[src/rtl/mux_arbiter_2.sv]
// Two-client round-robin arbiter that owns the select of a 2:1 bit mux and registers the mux output.
// Define MUX_ARB_TIMEOUT_EN to preempt a holder after MAX_HOLD consecutive grant cycles.
module mux_arbiter_2 #(
  parameter int MAX_HOLD = 8,
  parameter int CNT_W    = 8
) (
  input  logic       clk,
  input  logic       rst_n,
  input  logic [1:0] req,
  input  logic [1:0] i,
  output logic [1:0] gnt,
  output logic       s,
  output logic       o,
  output logic       busy
);

  localparam bit CFG_OK = (MAX_HOLD >= 1) && (MAX_HOLD <= 255) && (MAX_HOLD < (1 << CNT_W));

  if (!CFG_OK) begin : g_bad_cfg
    $error("mux_arbiter_2: MAX_HOLD must be 1..255 and below 2**CNT_W");
  end

  typedef enum logic [1:0] {
    IDLE = 2'd0,
    GNT0 = 2'd1,
    GNT1 = 2'd2
  } state_t;

  state_t     state_r;
  state_t     next_state_s;
  logic       last_r;
  logic       timeout_s;
  logic [1:0] gnt_r;
  logic       s_r;
  logic       o_r;
  logic       busy_r;
  logic [1:0] gnt_nx_s;
  logic       s_nx_s;
  logic       o_nx_s;

`ifdef MUX_ARB_TIMEOUT_EN
  localparam logic [CNT_W-1:0] HOLD_LAST = CNT_W'(MAX_HOLD - 1);
  logic [CNT_W-1:0] hcnt_r;

  assign timeout_s = (hcnt_r == HOLD_LAST);

  // Hold counter: restarts on every state entry, saturates at the last allowed cycle.
  always_ff @(posedge clk or negedge rst_n) begin
    if (!rst_n) begin
      hcnt_r <= '0;
    end else if (next_state_s != state_r) begin
      hcnt_r <= '0;
    end else if ((state_r != IDLE) && !timeout_s) begin
      hcnt_r <= hcnt_r + CNT_W'(1);
    end
  end
`else
  assign timeout_s = 1'b0;
`endif

  // Next-state selection: round-robin in IDLE, direct handover between grants.
  always_comb begin
    next_state_s = state_r;
    case (state_r)
      IDLE: begin
        case (req)
          2'b01:   next_state_s = GNT0;
          2'b10:   next_state_s = GNT1;
          2'b11:   next_state_s = last_r ? GNT0 : GNT1;
          default: next_state_s = IDLE;
        endcase
      end
      GNT0: begin
        if (!req[0]) begin
          next_state_s = req[1] ? GNT1 : IDLE;
        end else if (timeout_s && req[1]) begin
          next_state_s = GNT1;
        end else begin
          next_state_s = GNT0;
        end
      end
      GNT1: begin
        if (!req[1]) begin
          next_state_s = req[0] ? GNT0 : IDLE;
        end else if (timeout_s && req[0]) begin
          next_state_s = GNT0;
        end else begin
          next_state_s = GNT1;
        end
      end
      default: next_state_s = IDLE;
    endcase
  end

  // Output values for the coming cycle; select and data hold their last value in IDLE.
  always_comb begin
    gnt_nx_s = 2'b00;
    s_nx_s   = s_r;
    o_nx_s   = o_r;
    case (next_state_s)
      GNT0: begin
        gnt_nx_s = 2'b01;
        s_nx_s   = 1'b0;
        o_nx_s   = i[0];
      end
      GNT1: begin
        gnt_nx_s = 2'b10;
        s_nx_s   = 1'b1;
        o_nx_s   = i[1];
      end
      default: begin
        gnt_nx_s = 2'b00;
      end
    endcase
  end

  // State, round-robin pointer and registered outputs; last=1 lets client 0 win first contention.
  always_ff @(posedge clk or negedge rst_n) begin
    if (!rst_n) begin
      state_r <= IDLE;
      last_r  <= 1'b1;
      gnt_r   <= 2'b00;
      s_r     <= 1'b0;
      o_r     <= 1'b0;
      busy_r  <= 1'b0;
    end else begin
      state_r <= next_state_s;
      gnt_r   <= gnt_nx_s;
      s_r     <= s_nx_s;
      o_r     <= o_nx_s;
      busy_r  <= |gnt_nx_s;
      if (next_state_s == GNT0) begin
        last_r <= 1'b0;
      end else if (next_state_s == GNT1) begin
        last_r <= 1'b1;
      end
    end
  end

  assign gnt  = gnt_r;
  assign s    = s_r;
  assign o    = o_r;
  assign busy = busy_r;

endmodule

[config.mk]
export PLATFORM = sky130hd
export DESIGN_NAME = mux_arbiter_2
export DESIGN_NICKNAME = d
export VERILOG_FILES = /design/src/rtl/mux_arbiter_2.sv
export SDC_FILE = /design/constraint.sdc
export NUM_CORES = 1
export LEC_CHECK = 0
export BUFFER_PORTS_ARGS = -buffer_cell sky130_fd_sc_hd__buf_2
export CELL_PAD_IN_SITES_DETAIL_PLACEMENT = 1
export CELL_PAD_IN_SITES_GLOBAL_PLACEMENT = 1
export CORE_AREA = 2 2 39 41
export DETAILED_ROUTE_END_ITERATION = 8
export DIE_AREA = 0 0 41 43
export PLACE_DENSITY = 0.59
export SLEW_MARGIN = 15
export SYNTH_ARGS = -nofsm -noshare
export SYNTH_HDL_FRONTEND = slang
export SYNTH_SLANG_ARGS = --single-unit
[constraint.sdc]
create_clock -name clk -period 1.9 [get_ports clk]
set_input_delay 0.38 -clock clk [delete_from_list [all_inputs] [get_ports clk]]
set_output_delay 0.38 -clock clk [all_outputs]
set_load 0.01 [all_outputs]
# Word level (Yosys, flattened, before mapping)

Cells that the tools add are included.

Register bits after elaboration: 8
Input bits: 6
Output and inout port bits: 5
Word-level logic and storage cells: 28

Eq/ne operators: 7
Mux-type cells: 12
Reduce and logical (&&, ||, !) cells: 3

Operator list:

| operator                                       | count |
|---|---|
| one-hot mux 2 bit (3 select lines)             | 2 |
| == test 2 bit (second input constant)          | 4 |
| 2-to-1 mux 2 bit                               | 4 |
| == test 2 x 1 -> 1 bit (second input constant) | 3 |
| one-hot mux 1 bit (2 select lines)             | 2 |
| one-hot mux 2 bit (2 select lines)             | 1 |
| 2-to-1 mux 1 bit                               | 3 |
| zero test 2 bit                                | 1 |
| nonzero test 2 bit                             | 1 |
| OR reduction 2 bit                             | 1 |

# Depth between registers and ports, before layout

Gate-level depths: netlist (run 1).

Depth in word-level cells: 6
Mapped depth: 7
Gate-level depth less buffers: 7

# Worst setup path before layout (run 1)

OpenSTA, ideal clock, no wires.

Path type: register to register
Start point: reg last_r
End point: reg s_r (netlist: s)
Setup time: 125 ps
Arrival: 1405 ps
Required time: 1775 ps
Setup slack: 370 ps
Stages on the path, launching flop included: 6
Buffers on the path: 0
Period minus slack after synthesis: 1530 ps
Path through: dfstp_2 > nor2_1 > nor2_1 > o21ai_0 > ha_1 > mux2_2

Longest elaborated chain between the ends: 5
Elaborated cells between the ends (all ways): 7
Classes of those cells: eq/ne: 2; mux: 4; reduce/logical: 1

Ends and longest elaborated chain:

| element                                                                         | RTL line | text |
|---|---|---|
| start: declaration                                                              | 31       | `logic last_r;` |
| start signal: assignment                                                        | 121      | `last_r <= 1'b1;` |
| start signal: assignment                                                        | 133      | `last_r <= 1'b0;` |
| start signal: assignment                                                        | 135      | `last_r <= 1'b1;` |
| 2-to-1 mux 2 bit *                                                              | 69       | `2'b11: next_state_s = last_r ? GNT0 : GNT1;` |
| one-hot mux 2 bit (3 select lines) *                                            | 66       | `case (req)` |
| one-hot mux 2 bit (3 select lines) *                                            | 64       | `case (state_r)` |
| == test 2 bit / == test 2 x 1 -> 1 bit (equally long branches)                  | 100      | `case (next_state_s)` |
| one-hot mux 1 bit (2 select lines) / nonzero test 2 bit (equally long branches) | --       |  |
| end signal: assignment                                                          | 129      | `s_r <= s_nx_s;` |
| end: declaration                                                                | 34       | `logic s_r;` |

Every way passes the cells marked *; elsewhere a longest branch is shown, timed or not.
A chain may end at the register's enable or synchronous reset.

# Worst setup path in the final report (run 1)

Same ends and word-level chain as after synthesis.

==> results by group, run 1 <==
Power
  • Peak VDD IR: between 400 and 500 µV
  • Leak: 0.2241 nW
  • Pwr per Cell Area: approximately 1300 nW/µm²

Run status
  • Outcome: finished, final reports clean

Floorplanning
  • # rows: 14
  • Die width: around 41 µm
  • Core area: 1384 µm²
  • DIE AREA: 1763 µm²
  • Initial core utilization: between 20% and 30%
  • I/O pin cnt: 11
  • Die height: around 43 µm

Clock tree
  • CTS max path bufs: 2
  • Worst-Skew Late Latency: approximately 250 ps
  • TritonCTS clock tree: yes
  • Clk sink count: 8
  • TritonCTS buffer count: 3
  • Clk slew on worst S/H paths: ~60 ps
  • Resized cells post-CTS: 0
  • Clock Root Buffer: clkbuf_4
  • H-tree Lvls: 1

Finish
  • FF/Latch Area: roughly 200 µm²
  • Area of the multi-input gates: ~130 µm²
  • Final Instance Area: 440.4 µm²
  • Share of cells above drive strength 1: a little under two fifths
  • Post-route insts no fill: 59
  • Area Overhead vs Synth: 31.84%
  • N_diodes: 0
  • Fill count: 160
  • Final net count: 53

Global routing
  • Overflow after GRT: 0
  • Initial antenna violation count: 0
  • GRT Overall Usage: a little under 10%
  • Largest net degree at the start of global routing: 9
  • Number of global-route vias before repair: 311
  • First-pass GRT wire length: between 1000 and 1500 µm

Setup path
  • Worst Setup Path Type: reg -> reg
  • Crit end category: register
  • R2r startpoint: last_r$_DFFE_PN1P_
  • Reg-to-reg endpoint: s$_DFFE_PN0P_
  • Arr. time, crit path: 1800 ps
  • Largest fanout on the critical path: 4
  • R2R cell count: 5
  • R2R Setup Slk: 240 ps
  • CP Launch Type: register
  • Critical path required time: roughly 2000 ps

STA
  • FMAX: 602.4 MHz
  • Setup_tns: 0 ps
  • Setup violations, final: 0
  • Worst Tran Pin Value: 272.9 ps
  • Clock skew: about 0.7 ps
  • Final worst slack: roughly 240 ps
  • RSZ-0062 raised after global routing: no
  • Slew Viols, Final: 0
  • Fin crit share: about 87%
  • Post-layout min period: 1660 ps
  • Max_slew headroom: about 82%
  • Final Hold Viols: 0

Detailed routing
  • Vias: roughly 260
  • Drt drc: 0
  • TritonRoute pass-1 iters: 1
  • Post-route ant nets: 0
  • Routed len/inst: roughly 11 µm
  • Initial DRC Count: 0
  • Vias per inst: ~4.3
  • Total Wirelength: roughly 670 µm

Hold path
  • Hold Crit Class: in -> reg
  • Hold endpoint: state_r[1]$_DFF_PN0_
  • Hold Path Depth: 2
  • Critical hold path startpoint: req[1]

Synthesis
  • Yosys reg bits: 8
  • Synthesized area per cell: around 12 µm²
  • Synth Net Count: 37
  • Synth warn: 0
  • Synth Instances: 28
  • Top cells by area, synth: dfrtp_1 52%, ha_1 11%, dfstp_2 7.9%
  • Yosys cell types: 12
  • Cell Area, Synth: roughly 330 µm²
  • Yosys top cell by area: dfrtp_1
  • Top cell type's share of synthesized area: 52.43%
  • Seq/Total Area, Yosys: around 60%

Place
  • Area after DPL: between 400 and 500 µm²
  • Cells after DPL: 54
  • Post-Place Worst Slack: ~230 ps
  • Port Buffers: 10
  • Hpwl dp: 550 µm
  • RD Place Congestion: approximately 0.62

Flow run
  • Max-Cap Viols: 0
==> routing by layer <==
metal	vias up	track usage [%]	wire, µm
li1	122	-	-
met1	123	11.63	284
met2	10	15.63	337
met3	0	3.141	49
met4	0	4.000	0
met5	-	0	0
==> critical path, cell delays in order (launching register included) <==
cell	delay (ps)
dfstp_2	550
nor2_1	50
nor2_1	120
o21ai_0	120
ha_1	360
mux2_2	340
==> worst max path at each step <==
stage	start	end	slack [ps]
2_1_floorplan	last_r$_DFFE_PN1P_	s$_DFFE_PN0P_	370
3_3_place_gp	last_r$_DFFE_PN1P_	s$_DFFE_PN0P_	290
3_5_place_dp	last_r$_DFFE_PN1P_	s$_DFFE_PN0P_	230
4_1_cts	last_r$_DFFE_PN1P_	s$_DFFE_PN0P_	220
5_1_grt	last_r$_DFFE_PN1P_	s$_DFFE_PN0P_	150
6_report	last_r$_DFFE_PN1P_	s$_DFFE_PN0P_	240
==> sequential cells by signal (all words and copies together), names as in the netlist <==
name and cells:
gnt 2, o 1, state_r 2, s 1, busy 1, last_r 1
==> timing repair <==
action	4_1_cts	5_1_grt
setup endpoints to repair	0	0
hold buffers	1	0
hold endpoints to repair	7	0
setup buffers	0	0
==> metrics by stage <==
step	util, %	total power, mW	hold WS [ps]
global placement	29.20	0.4272	227.6
finish	31.83	0.5746	394.0
detailed placement	29.20	0.4410	234.5
global route	31.83	0.6242	406.5
floorplan	-	0.3663	84.41
CTS	31.83	0.5850	390.2
==> logic make-up after synthesis <==
| logic type | count (synthesis) | share of synthesized area [%] |
|---|---|---|
| flops | 8 | 60.30 |
| fa+ha+maj | 3 | 11.24 |
| simple gates | 6 | 6.741 |
| mux | 2 | 6.367 |
| compound gates | 7 | 13.11 |
| buf+inv | 2 | 2.248 |
==> cell usage in the layout, fill, tap and decap left out, drive strengths merged <==
master	count
o21ai	3
a21oi	2
mux2	1
clkbuf	4
o21a	2
nor2	5
inv	2
mux2i	1
ha	3
dlygate4sd3	1
dfrtp	7
nand2	1
dfstp	1
buf	10
==> cell type report <==
| cell class | count | share of cell area (%) |
|---|---|---|
| clock buffers | 4 | 5.966 |
| inverters | 2 | 1.705 |
| multi-input cells | 18 | 28.41 |
| flip-flops and latches | 8 | 45.74 |
| well taps | 16 | 4.545 |
| repair buffers | 11 | 13.64 |
==> Yosys cell counts <==
cell type	n
o21a_1	2
a21oi_1	1
o21ai_0	3
inv_1	2
mux2_2	1
nand2_1	1
nor2_1	5
dfstp_2	1
ha_1	3
mux2i_1	1
dfrtp_1	7
a21oi_2	1
==> report_power, final <==
group	internal, mW	switching [mW]	leakage (nW)
Clock	0.0805	0.0594	0.0150
Combinational	0.0777	0.0973	0.110
Sequential	0.231	0.0287	0.0991
Total	0.389	0.185	0.224
No activity file was read; power rests on OpenSTA's default activity.
==> run 2: changes to the inputs <==
--- a/config.mk
+++ b/config.mk
@@ -8,10 +8,10 @@
 export BUFFER_PORTS_ARGS = -buffer_cell sky130_fd_sc_hd__buf_2
 export CELL_PAD_IN_SITES_DETAIL_PLACEMENT = 1
 export CELL_PAD_IN_SITES_GLOBAL_PLACEMENT = 1
-export CORE_AREA = 2 2 39 41
+export CORE_AREA = 5 5 42 44
 export DETAILED_ROUTE_END_ITERATION = 8
-export DIE_AREA = 0 0 41 43
-export PLACE_DENSITY = 0.59
+export DIE_AREA = 0 0 47 49
+export PLACE_DENSITY = 0.52
 export SLEW_MARGIN = 15
 export SYNTH_ARGS = -nofsm -noshare
 export SYNTH_HDL_FRONTEND = slang
==> run 2 against run 1 <==
  * Core utilization shrank 0.40 points
  * Sequential cell count did not move
  * Combinational power hardly changed
  * Non-clock buffer count unchanged
  * Cell count unchanged
  * Global-route usage is 2.0 points lower
  * Highest routed layer is now met4
==> results by group, run 2 (same netlist as run 1, synthesis figures left out) <==
Run status
  • Outcome: finished, final reports clean

Setup path
  • CP Launch Type: register
  • Arr. time, crit path: 1760 ps (-40 ps)
  • Reg-to-reg endpoint: s$_DFFE_PN0P_
  • Critical path endpoint: s$_DFFE_PN0P_
  • R2r startpoint: last_r$_DFFE_PN1P_
  • Critical path startpoint: last_r$_DFFE_PN1P_
  • R2R Setup Slk: 280 ps (+40 ps)
  • Crit end category: register
  • Largest fanout on the critical path: 4 (unchanged)
  • R2R cell count: 5 (unchanged)
  • Critical path required time: 2040 ps (about the same)
  • Worst Setup Path Type: reg -> reg

Detailed routing
  • Vias per inst: 4.373 (+1.2%)
  • Drt drc: 0 (unchanged)
  • Post-route ant nets: 0 (unchanged)
  • Routed len/inst: 11.88 µm (+4.5%)
  • Total Wirelength: 701 µm (+4.5%)
  • Vias: 258 (+1.2%)
  • TritonRoute pass-1 iters: 1 (unchanged)
  • Initial DRC Count: 0 (unchanged)

Finish
  • N_diodes: 0 (unchanged)
  • Post-route insts no fill: 59 (unchanged)
  • Final net count: 53 (unchanged)
  • Final Instance Area: 440.4 µm² (unchanged)
  • Area Overhead vs Synth: 31.84% (unchanged)
  • Leading cell type in the layout, fill and taps excluded: buf_2
  • Most frequent cells in the layout: 10 x buf_2, 7 x dfrtp_1, 5 x nor2_1
  • Final core occ: 31.43% (-0.40 points)
  • Share of cells above drive strength 1: 37.21% (unchanged)

STA
  • Post-layout min period: 1615 ps (-44.85 ps)
  • FMAX: 619.2 MHz (+2.8%)
  • Max_slew headroom: 80.08% (-1.5 points)
  • Final worst slack: 284.9 ps (+44.85 ps)
  • Slew Viols, Final: 0 (unchanged)
  • Clock skew: 7.692 ps (+6.974 ps)
  • RSZ-0062 raised after global routing: no
  • Setup violations, final: 0 (unchanged)
  • Setup_tns: 0 ps (unchanged)
  • Final Hold Viols: 0 (unchanged)
  • Worst Tran Pin Value: 295.7 ps (+22.83 ps)
  • Fin crit share: 85.00% (-2.4 points)

Flow run
  • Max-Cap Viols: 0 (unchanged)

Floorplanning
  • I/O pin cnt: 11 (unchanged)
  • Die height: 49 µm (+14%)
  • Core area: 1401 µm² (+1.3%)
  • Die width: 47 µm (+15%)
  • # rows: 14 (unchanged)
  • Initial core utilization: 23.84% (-0.30 points)
  • DIE AREA: 2303 µm² (+31%)

Power
  • Peak VDD IR: 415.3 µV (-12%)
  • Pwr per Cell Area: 1302 nW/µm² (-0.18%)
  • Leak: 0.2241 nW (unchanged)

Hold path
  • Hold Crit Class: in -> reg

Place
  • Hpwl dp: 552.8 µm (+0.51%)
  • Cells after DPL: 54 (unchanged)
  • Post-Place Worst Slack: 273.5 ps (+39.75 ps)
  • Area after DPL: 404.1 µm² (unchanged)
  • Port Buffers: 10 (unchanged)
  • RD Place Congestion: 0.6684 (+7.3%)

Clock tree
  • H-tree Lvls: 1 (unchanged)
  • TritonCTS buffer count: 3 (unchanged)
  • Worst-Skew Late Latency: 260 ps (about the same)
  • Post-CTS Repair Setup Buffers: 0 (unchanged)
  • TritonCTS clock tree: yes
  • Clk sink count: 8 (unchanged)
  • Resized cells post-CTS: 0 (unchanged)
  • CTS max path bufs: 2 (unchanged)
  • Clk slew on worst S/H paths: 60 ps (about the same)
  • Clock Root Buffer: clkbuf_4

Global routing
  • Largest net degree at the start of global routing: 9 (unchanged)
  • First-pass GRT wire length: 1228 µm (+4.7%)
  • Number of global-route vias before repair: 324 (+4.2%)
  • Overflow after GRT: 0 (unchanged)
  • Initial antenna violation count: 0 (unchanged)
  • GRT Overall Usage: 7.818% (-2.0 points)
[run 2: cell counts in the layout (fill, tap and decap cells not counted)]
No cell type changed its count.
[run 2: metrics by stage]
stage | hold WS (ps) | total power [mW]
3_3_place_gp | 228.6 | 0.4296
6_report | 404.5 | 0.5736
4_1_cts | 398.8 | 0.5898
2_1_floorplan | 84.41 | 0.3663
5_1_grt | 398.1 | 0.6236
3_5_place_dp | 228.0 | 0.4403
[run 2: area by class of cell]
cell class	instances	area (µm²)
fill	173	960.9
sequential	8	201.4
multi-input combinational	18	125.1
timing repair buffer	11	60.06
clock buffer	4	26.28
tap	16	20.02
inverter	2	7.507
[run 2: where the power goes]
group	internal (mW)	total [mW]	switching, mW
clock	0.0805	0.140	0.0599
combinational	0.0772	0.173	0.0958
sequential	0.231	0.260	0.0292
total	0.389	0.574	0.185
[run 2: critical path, cell delays in order (launching register included)]
cell and delay [ps]:
dfstp_2 550, nor2_1 40, nor2_1 120, o21ai_0 110, ha_1 350, mux2_2 340
[run 2: routing by layer]
layer / share of wire [%] / wire length (µm) / vias to the layer above / global-route usage, %
met5: 0 / 0 / - / 0
met4: 1.6 / 11 / 0 / 8.295
met3: 3.4 / 24 / 2 / 2.214
met2: 59 / 411 / 4 / 12.67
met1: 36 / 254 / 128 / 6.787
li1: - / - / 124 / -
[run 2: what timing repair did]
item / in CTS / in global routing
endpoints found under the setup margin: 0 / 0
hold buffers: 1 / 0
endpoints found under the hold margin: 7 / 0
[run 2: worst min-delay path by stage]
stage	from	to	slack, ps	cells after the start
after detailed placement	rst_n	busy$_DFF_PN0_	230	1
final	req[1]	state_r[1]$_DFF_PN0_	400	2
after CTS	req[1]	state_r[1]$_DFF_PN0_	400	2
after global routing	req[1]	state_r[1]$_DFF_PN0_	400	2
after floorplan	rst_n	busy$_DFF_PN0_	80	0
after global placement	rst_n	busy$_DFF_PN0_	230	1
